`config.mk`:
```
export PLATFORM = sky130hd
export DESIGN_NAME = ps2_operand_entry
export DESIGN_NICKNAME = d
export VERILOG_FILES = /design/src/rtl/ps2_keys_pkg.sv /design/src/rtl/ps2_digit_decode.sv /design/src/rtl/ps2_operand_entry.sv
export SDC_FILE = /design/constraint.sdc
export NUM_CORES = 1
export LEC_CHECK = 0
export ABC_AREA = 0
export CORE_UTILIZATION = 34
export CTS_BUF_LIST = sky130_fd_sc_hd__clkbuf_2
export DETAILED_ROUTE_END_ITERATION = 16
export MAX_ROUTING_LAYER = met4
export PLACE_DENSITY_LB_ADDON = 0.2
export SETUP_SLACK_MARGIN = 0.4
export SYNTH_ARGS = -nofsm -noshare
export SYNTH_HDL_FRONTEND = slang
export SYNTH_SLANG_ARGS = --single-unit
```
`constraint.sdc`:
```
create_clock -name clk -period 11.8 [get_ports clk]
set_input_delay 1.77 -clock clk [delete_from_list [all_inputs] [get_ports clk]]
set_output_delay 1.77 -clock clk [all_outputs]
set_load 0.05 [all_outputs]
```
`src/rtl/ps2_keys_pkg.sv`:
```
// PS/2 set-2 scan codes used by the operand entry block, and the
// operand-entry FSM state encoding.
package ps2_keys_pkg;

    // Digit make codes, main keyboard row 0..9
    localparam logic [7:0] KEY_0     = 8'h45;
    localparam logic [7:0] KEY_1     = 8'h16;
    localparam logic [7:0] KEY_2     = 8'h1E;
    localparam logic [7:0] KEY_3     = 8'h26;
    localparam logic [7:0] KEY_4     = 8'h25;
    localparam logic [7:0] KEY_5     = 8'h2E;
    localparam logic [7:0] KEY_6     = 8'h36;
    localparam logic [7:0] KEY_7     = 8'h3D;
    localparam logic [7:0] KEY_8     = 8'h3E;
    localparam logic [7:0] KEY_9     = 8'h46;

    // Prefix and editing codes
    localparam logic [7:0] KEY_BREAK = 8'hF0;
    localparam logic [7:0] KEY_EXT   = 8'hE0;
    localparam logic [7:0] KEY_ENTER = 8'h5A;
    localparam logic [7:0] KEY_ESC   = 8'h76;
    localparam logic [7:0] KEY_BKSP  = 8'h66;
    localparam logic [7:0] KEY_MINUS = 8'h4E;

    typedef enum logic [1:0] {
        ST_IDLE  = 2'd0,
        ST_ENTRY = 2'd1,
        ST_DONE  = 2'd2
    } state_t;

endpackage

```
`src/rtl/ps2_digit_decode.sv`:
```
// Combinational map from a scan byte to a decimal digit.
module ps2_digit_decode
    import ps2_keys_pkg::*;
(
    input  logic [7:0] code,
    output logic       is_digit,
    output logic [3:0] value
);

    // Table lookup; anything that is not a digit key reports is_digit=0.
    // NOTE: every output gets a default before the case so no latch is inferred.
    always_comb begin
        is_digit = 1'b1;
        value    = 4'd0;
        case (code)
            KEY_0:   value = 4'd0;
            KEY_1:   value = 4'd1;
            KEY_2:   value = 4'd2;
            KEY_3:   value = 4'd3;
            KEY_4:   value = 4'd4;
            KEY_5:   value = 4'd5;
            KEY_6:   value = 4'd6;
            KEY_7:   value = 4'd7;
            KEY_8:   value = 4'd8;
            KEY_9:   value = 4'd9;
            default: is_digit = 1'b0;
        endcase
    end

endmodule

```
`src/rtl/ps2_operand_entry.sv`:
```
// Decimal operand entry from a PS/2 scan-code stream. Digits accumulate
// into a WIDTH-bit magnitude; minus, backspace, escape and enter edit or
// commit it. The committed (sign-applied) value is offered on a
// valid/ready handshake. While entering, number shows the live magnitude.
module ps2_operand_entry
    import ps2_keys_pkg::*;
#(
    parameter int WIDTH       = 32,
    parameter int MAX_DIGITS  = 9,
    parameter bit SIGNED_MODE = 1'b1,
    parameter bit ENABLE_BKSP = 1'b1
) (
    input  logic                              clk,
    input  logic                              rst_n,
    input  logic                              code_valid,
    input  logic [7:0]                        code,
    input  logic                              enable,
    input  logic                              op_request,
    input  logic                              out_ready,
    output logic                              out_valid,
    output logic [WIDTH-1:0]                  number,
    output logic [$clog2(MAX_DIGITS+1)-1:0]   digit_count,
    output logic                              overflow,
    output logic                              mem_wr,
    output logic                              busy
);

    localparam int CW = $clog2(MAX_DIGITS + 1);
    localparam int AW = WIDTH + 4;

    // Largest magnitude accepted: a signed operand may reach 2^(WIDTH-1)
    // so that the most negative value can be entered.
    localparam logic [AW-1:0] LIMIT = SIGNED_MODE ? (AW'(1) << (WIDTH - 1))
                                                  : ((AW'(1) << WIDTH) - AW'(1));

    state_t           state;
    state_t           state_nxt;
    logic             break_pending;
    logic             key_valid;
    logic [WIDTH-1:0] acc;
    logic             sign;
    logic             is_digit;
    logic [3:0]       digit_val;
    logic [AW-1:0]    acc_ext;
    logic [AW-1:0]    acc_x10_d;
    logic [WIDTH-1:0] acc_div10;
    logic [WIDTH-1:0] commit_val;
    logic             start_entry;

    ps2_digit_decode u_digit_decode (
        .code     (code),
        .is_digit (is_digit),
        .value    (digit_val)
    );

    // Prefilter: a byte counts as a key only if it is not a prefix and is
    // not the byte that follows a break prefix.
    always_comb begin
        key_valid = code_valid && enable && !break_pending &&
                    (code != KEY_BREAK) && (code != KEY_EXT);
    end

    // Arithmetic for the accumulator: acc*10+d by shifts, acc/10 by a
    // constant divider, and two's-complement negation for commit.
    always_comb begin
        acc_ext    = AW'(acc);
        acc_x10_d  = (acc_ext << 3) + (acc_ext << 1) + AW'(digit_val);
        acc_div10  = acc / WIDTH'(10);
        commit_val = sign ? (~acc + WIDTH'(1)) : acc;
    end

    assign start_entry = (state == ST_IDLE) && op_request;
    assign out_valid   = (state == ST_DONE);
    assign busy        = (state != ST_IDLE);

    // FSM state register.
    // NOTE: sequential state uses non-blocking assignment so every flop samples pre-edge values.
    always_ff @(posedge clk or negedge rst_n) begin
        if (!rst_n) state <= ST_IDLE;
        else        state <= state_nxt;
    end

    // Next-state logic; a handshake in DONE wins over a coincident op_request.
    always_comb begin
        state_nxt = state;
        case (state)
            ST_IDLE:  if (op_request) state_nxt = ST_ENTRY;
            ST_ENTRY: if (key_valid && code == KEY_ENTER) state_nxt = ST_DONE;
            ST_DONE:  if (out_ready) state_nxt = ST_IDLE;
            default:  state_nxt = ST_IDLE;
        endcase
    end

    // Break-prefix tracking: F0 arms it, the next byte only disarms it.
    always_ff @(posedge clk or negedge rst_n) begin
        if (!rst_n) begin
            break_pending <= 1'b0;
        end else if (code_valid && enable) begin
            break_pending <= break_pending ? 1'b0 : (code == KEY_BREAK);
        end
    end

    // Accumulator, sign, digit count, overflow flag and the number register.
    always_ff @(posedge clk or negedge rst_n) begin
        if (!rst_n) begin
            acc         <= '0;
            sign        <= 1'b0;
            digit_count <= '0;
            overflow    <= 1'b0;
            number      <= '0;
            mem_wr      <= 1'b0;
        end else begin
            mem_wr <= start_entry;
            if (start_entry) begin
                acc         <= '0;
                sign        <= 1'b0;
                digit_count <= '0;
                overflow    <= 1'b0;
                number      <= '0;
            end else if (state == ST_ENTRY && key_valid) begin
                if (is_digit) begin
                    if (acc_x10_d > LIMIT) begin
                        overflow <= 1'b1;
                    end else if (digit_count == CW'(MAX_DIGITS)) begin
                        // full: the digit is dropped without flagging
                    end else if (acc == '0 && digit_val == 4'd0) begin
                        // leading zero: nothing to record
                    end else begin
                        acc         <= acc_x10_d[WIDTH-1:0];
                        number      <= acc_x10_d[WIDTH-1:0];
                        digit_count <= digit_count + CW'(1);
                    end
                end else begin
                    case (code)
                        KEY_MINUS: if (SIGNED_MODE) sign <= ~sign;
                        KEY_BKSP: begin
                            if (ENABLE_BKSP) begin
                                acc      <= acc_div10;
                                number   <= acc_div10;
                                overflow <= 1'b0;
                                if (digit_count != '0) digit_count <= digit_count - CW'(1);
                            end
                        end
                        KEY_ESC: begin
                            acc         <= '0;
                            sign        <= 1'b0;
                            digit_count <= '0;
                            overflow    <= 1'b0;
                            number      <= '0;
                        end
                        KEY_ENTER: number <= commit_val;
                        default: ;
                    endcase
                end
            end
        end
    end

endmodule
```
==> results.cfg, run 1 <==
[clocking]
cts-root-buf = clkbuf_2
clock_sinks = 74
clkTransAtPathRegs_ns = 0.25
clock_path_buffers = 2
cts_tree = done
clock_latency_ns = 0.60
cts_max_level = 3
cts_buffers = 9

[detailed_routing]
avgRoutedWirePerCell_um = 19.25
drt-pass1-iter-count = 5
drtAntennaViolNets = 0
vias = 12490
via_per_inst = 6.097
drc = 0
dr.first_iter.drc_count = 1150
routed_wl_mm = 39.43

[setup_path]
crit_fanout = 11
r2r-end = acc[0]$_DFFE_PN0P_
critPathKind = reg2reg
crit_slowest_cell = nor4_1
required_ns = 12.31
crit_path_start_kind = flop
cp-endpoint = acc[0]$_DFFE_PN0P_
max_stage_delay_ns = 0.61
regToRegSetupSlack_ns = 0.83
arrival_ns = 11.48
rr_startpoint = acc[30]$_DFFE_PN0P_
worstSetupStartpoint = acc[30]$_DFFE_PN0P_
reg2reg_depth = 39
endpoint_kind = flop

[placed_design]
dp_slack_ns = 0.1954
dp_cells = 1969
numPortBuffers = 53
dp_hpwl_mm = 26.27
gp_congestion = 0.8978

[synth]
synth-edff-count = 0
synth_cell_type_count = 116
synthFlopType = dfrtp_1
yosysWarnings = 0
synth_nets = 1631
avgSynthCellArea_um2 = 7.302
syn_area_um2 = 11290
ys_seq_elements = 74
async_flop_share_pct = 100.0
synth-seq-area-share_pct = 16.40
synthCells = 1546

[final_layout]
fillers = 3341
stdcell_count = 2048
area_growth_pct = 18.88
final_layout_size_suffix_gt1_share_pct = 16.88
fin_nets = 1685

[timing]
tns_ns = 0
rsz0062_at_grt = false
hold_slack_ns = 0.5535
finalClockSkew_ns = 0.02580
finalMaxSlewViolations = 0
hold_viol = 0
fmax_ghz = 0.09117
slew_headroom_pct = 21.05
fin_crit_ns = 10.97
setup_viol = 0
timing.final.ws_setup_ns = 0.8312
worst_pin_slew_ns = 1.184
fin_crit_sh_pct = 92.96

[global_route]
antenna_found_initial = 1
use_met1_pct = 29.96
grt_busiest_layer = met2
grt_pass1_wl_mm = 60.47
gr-total-overflow = 0
met3_usage_pct = 2.411
grt.met2_usage_pct = 36.59
first_global_vias = 11200
track_usage_pct = 22.63
grt_max_degree = 61

[floorplanning]
die_w_um = 184.2
rows = 66
core_area_um2 = 32620
die_area_um2 = 33940
start_util_pct = 34.61
dieHeight_um = 184.2
ios = 54

[hold_path]
hp-class = reg2reg

[outcome]
status = completed

[job]
cap_violations = 0
sequential cells by signal, indices dropped and copies added (netlist names):
name           cells
sign               1
mem_wr             1
number            32
overflow           1
state              2
break_pending      1
digit_count        4
acc               32
cells in the final DEF, fill, tap and decap left out, types with 9 or more instances in the layout:
cell	count
dfrtp_1	68
nand2_1	156
and2_1	10
nor3_1	45
o21ai_0	128
mux2_2	14
ha_1	69
mux2i_1	12
and3_1	11
xnor2_1	55
o21ai_1	11
o31ai_1	25
o22ai_1	9
o2111ai_1	19
nand3_1	61
buf_4	98
nand2b_1	25
clkbuf_2	10
inv_1	79
or2_2	9
xor2_1	9
or4_1	10
o211ai_1	24
nor4_1	16
clkinv_1	9
nor2_1	100
nand4_1	29
a211oi_1	15
a21oi_1	98
a31oi_1	17
or3_1	11
a22oi_1	9
clkdlybuf4s50_1	52
layer usage:
| metal | wire length [um] | up-vias |
|---|---|---|
| met1 | 17810 | 5999 |
| li1 | - | 5971 |
| met2 | 18630 | 444 |
| met5 | 0 | - |
| met3 | 2125 | 73 |
| met4 | 855 | 0 |
worst min-delay path by stage:
stage	cells after the start	slack (ns)	start	endpoint
after global routing	2	0.58	number[20]$_DFFE_PN0P_	number[20]$_DFFE_PN0P_
after floorplan	1	0.50	break_pending$_DFFE_PN0P_	break_pending$_DFFE_PN0P_
after CTS	1	0.56	number[26]$_DFFE_PN0P_	number[26]$_DFFE_PN0P_
after detailed placement	1	0.51	number[7]$_DFFE_PN0P_	number[7]$_DFFE_PN0P_
final	1	0.55	number[12]$_DFFE_PN0P_	number[12]$_DFFE_PN0P_
after global placement	2	0.49	overflow$_DFFE_PN0P_	overflow$_DFFE_PN0P_
area by class of cell:
type,count,area (um2),area share [%]
diodes,1,2.502,0.01864
flip-flops and latches,74,1867,13.91
inverters,89,337.8,2.517
multi-input cells,1272,9193,68.49
clock buffers,9,45.04,0.3356
well taps,442,553.0,4.120
clock inverters,7,117.6,0.8763
repair buffers,154,1306,9.732
worst max-delay path, delay by kind of cell (launching register included):
family | cells | cell delay (ns)
AO/OA/AOI/OAI | 21 | 5.74
buffers and inverters | 2 | 0.35
flip-flops | 1 | 0.59
multiplexers | 1 | 0.14
AND/OR/NAND/NOR | 15 | 4.08
repair_timing:
item / CTS / global route
pin swaps: 0 / 36
cloned: 0 / 6
setup endpoints to repair: 3 / 21
gates resized for setup: 6 / 95
buffers inserted: 0 / 56
hold buffers: 0 / 0
cells by family after synthesis:
family / Yosys count / synth area share, %
compound gates: 534 / 34.27
xor+xnor: 65 / 5.043
fa+ha+maj: 79 / 8.711
buf+inv: 206 / 7.514
flops: 74 / 16.40
mux: 33 / 3.159
simple gates: 555 / 24.90
Yosys cell counts, types with 16 or more instances:
library cell | number | area (um2)
a211oi_1 | 16 | 120.1
a21oi_1 | 100 | 500.5
a31oi_1 | 18 | 112.6
buf_2 | 21 | 105.1
clkbuf_1 | 75 | 281.5
dfrtp_1 | 74 | 1852
ha_1 | 69 | 863.3
inv_1 | 79 | 296.5
mux2i_1 | 16 | 160.2
nand2_1 | 159 | 596.8
nand2b_1 | 26 | 162.7
nand3_1 | 63 | 315.3
nand4_1 | 29 | 181.4
nor2_1 | 105 | 394.1
nor3_1 | 48 | 240.2
nor4_1 | 20 | 125.1
o2111ai_1 | 22 | 192.7
o211ai_1 | 24 | 180.2
o21ai_0 | 129 | 645.6
o31ai_1 | 27 | 202.7
xnor2_1 | 56 | 490.5
stage by stage:
| step | area (um2) | util [%] |
|---|---|---|
| CTS | 12420 | 38.06 |
| finish | 13420 | 41.15 |
| global placement | 12220 | 37.48 |
| floorplan | 11290 | - |
| global route | 13420 | 41.15 |
| detailed placement | 12220 | 37.48 |
Power of run 1 is left out: the tool's default activity adds up to more than one toggle a clock period on the data nets, which glitch-free logic cannot reach.
==> run 2: changes to the inputs <==
- DONT_BUFFER_PORTS: unset -> 1
- MAX_ROUTING_LAYER: met4 -> unset
==> run 2 against run 1 <==
Critical path depth up 3. Flip-flop and latch count is the same. Worst setup slack improved by 0.029 ns. Wire length decreased by 4.6%. Global-route usage is 1.3 points lower. Core utilization shrank 2.0 points. Die area unchanged. Register-to-register slack improved by 0.03 ns. First-iteration DRC count shrank 29%. Cell area shrank 4.9%. Cell count decreased by 2.9%. Critical endpoint is now number[0]$_DFFE_PN0P_.
==> results.cfg, run 2 (synthesis gave the netlist of run 1 again) <==
[setup_path]
cp_common_cell = buf_4
max_stage_delay_ns = 0.61
endpoint_kind = flop
required_ns = 12.26
reg2reg_depth = 42
critPathKind = reg2reg
cp_num_buf_inv = 4
arrival_ns = 11.40
path_delay_family = compound AO/OA/AOI/OAI gates
crit_path_start_kind = flop
crit_slowest_cell = or4b_4
worst-path-stages = 42
crit_fanout = 9

[global_route]
track_usage_pct = 21.32
gr-total-overflow = 0
antenna_found_initial = 1
first_global_vias = 11020
grt_max_degree = 75
grt_pass1_wl_mm = 58.60

[final_layout]
mostFrequentLayoutCells = 156 x nand2_1, 127 x o21ai_0, 100 x nor2_1, 98 x a21oi_1, 97 x buf_4
area_growth_pct = 13.08
final_layout_size_suffix_gt1_share_pct = 16.69
fin_area_um2 = 12770
top_regs = acc (32), number (32), digit_count (4)
layout_commonest_cell = nand2_1
fin_nets = 1629
postLayoutCoreUtil_pct = 39.14
fillers = 3346
stdcell_count = 1989

[detailed_routing]
drt-pass1-iter-count = 5
drtAntennaViolNets = 0
drc = 0
vias = 12040
avgRoutedWirePerCell_um = 18.91
routed_wl_mm = 37.61
via_per_inst = 6.055
dr.first_iter.drc_count = 817

[clocking]
cts_hold_buffers = 0
clock_sinks = 74
clock_latency_ns = 0.60
clock_path_buffers = 2
cts-root-buf = clkbuf_2
cts_buffers = 9
cts_tree = done
cts_max_level = 3
clkTransAtPathRegs_ns = 0.21

[floorplanning]
dieHeight_um = 184.2
start_util_pct = 34.61
die_w_um = 184.2
die_area_um2 = 33940
ios = 54
rows = 66
core_area_um2 = 32620

[hold_path]
hold_path_depth = 1
hp-class = reg2reg

[outcome]
status = completed

[timing]
fin_crit_ns = 10.94
setup_viol = 0
slew_headroom_pct = 21.96
finalMaxSlewViolations = 0
finalClockSkew_ns = 0.02686
worst_pin_slew_ns = 1.171
fin_crit_sh_pct = 92.71
tns_ns = 0
rsz0062_at_grt = false
fmax_ghz = 0.09141
hold_viol = 0

[placed_design]
numPortBuffers = 0
dp_hpwl_mm = 25.89
dp_cells = 1927
gp_congestion = 0.9125
dpl_cell_area_um2 = 11780

[job]
cap_violations = 0
run 2: cell count changes in the layout (fill, tap and decap cells not counted), sizes merged, moves of 3 or more:
cell,change
clkdlybuf4s50,-52
bufinv,-3
clkbuf,+3
buf,-3
run 2: area by class of cell:
type                    instances  area (um2)  share of cell area (%)
flip-flops and latches         74        1859                   14.56
diodes                          1       2.502                 0.01960
inverters                      89       334.1                   2.617
clock buffers                  11       55.05                  0.4312
clock inverters                 2       7.507                 0.05881
multi-input cells            1270        9194                   72.02
repair buffers                100       760.7                   5.959
well taps                     442       553.0                   4.332
run 2: metrics by stage:
| step | hold WS [ns] | setup slack [ns] |
|---|---|---|
| CTS | 0.5842 | 0.4002 |
| floorplan | 0.4987 | 1.792 |
| global route | 0.6025 | 0.3494 |
| global placement | 0.5155 | 0.4083 |
| finish | 0.5792 | 0.8599 |
| detailed placement | 0.5380 | 0.2332 |
run 2: per-layer routing:
metal | vias up | GRT usage (%) | routed length, um
met1 | 5813 | 29.12 | 17550
li1 | 5838 | - | -
met4 | 0 | 4.300 | 643
met2 | 345 | 36.18 | 17810
met3 | 48 | 2.173 | 1598
met5 | - | 0 | 0
run 2: final timing paths:
| path | start | to | slack (ns) |
|---|---|---|---|
| min in group asynchronous | rst_n | number[3]$_DFFE_PN0P_ | 0.82 |
| worst max-delay path | acc[27]$_DFFE_PN0P_ | number[0]$_DFFE_PN0P_ | 0.86 |
| worst min-delay path | break_pending$_DFFE_PN0P_ | break_pending$_DFFE_PN0P_ | 0.58 |
| worst min register to register | break_pending$_DFFE_PN0P_ | break_pending$_DFFE_PN0P_ | 0.58 |
| worst max register to register | acc[27]$_DFFE_PN0P_ | number[0]$_DFFE_PN0P_ | 0.86 |
| max in group asynchronous | rst_n | acc[26]$_DFFE_PN0P_ | 10.83 |
run 2: what timing repair did:
| action | in CTS | in global routing |
|---|---|---|
| cloned | 0 | 4 |
| resized for setup | 7 | 90 |
| setup buffers | 3 | 41 |
| pin swaps | 0 | 24 |
| setup endpoints to repair | 3 | 7 |
Power of run 2 is left out for the same reason.
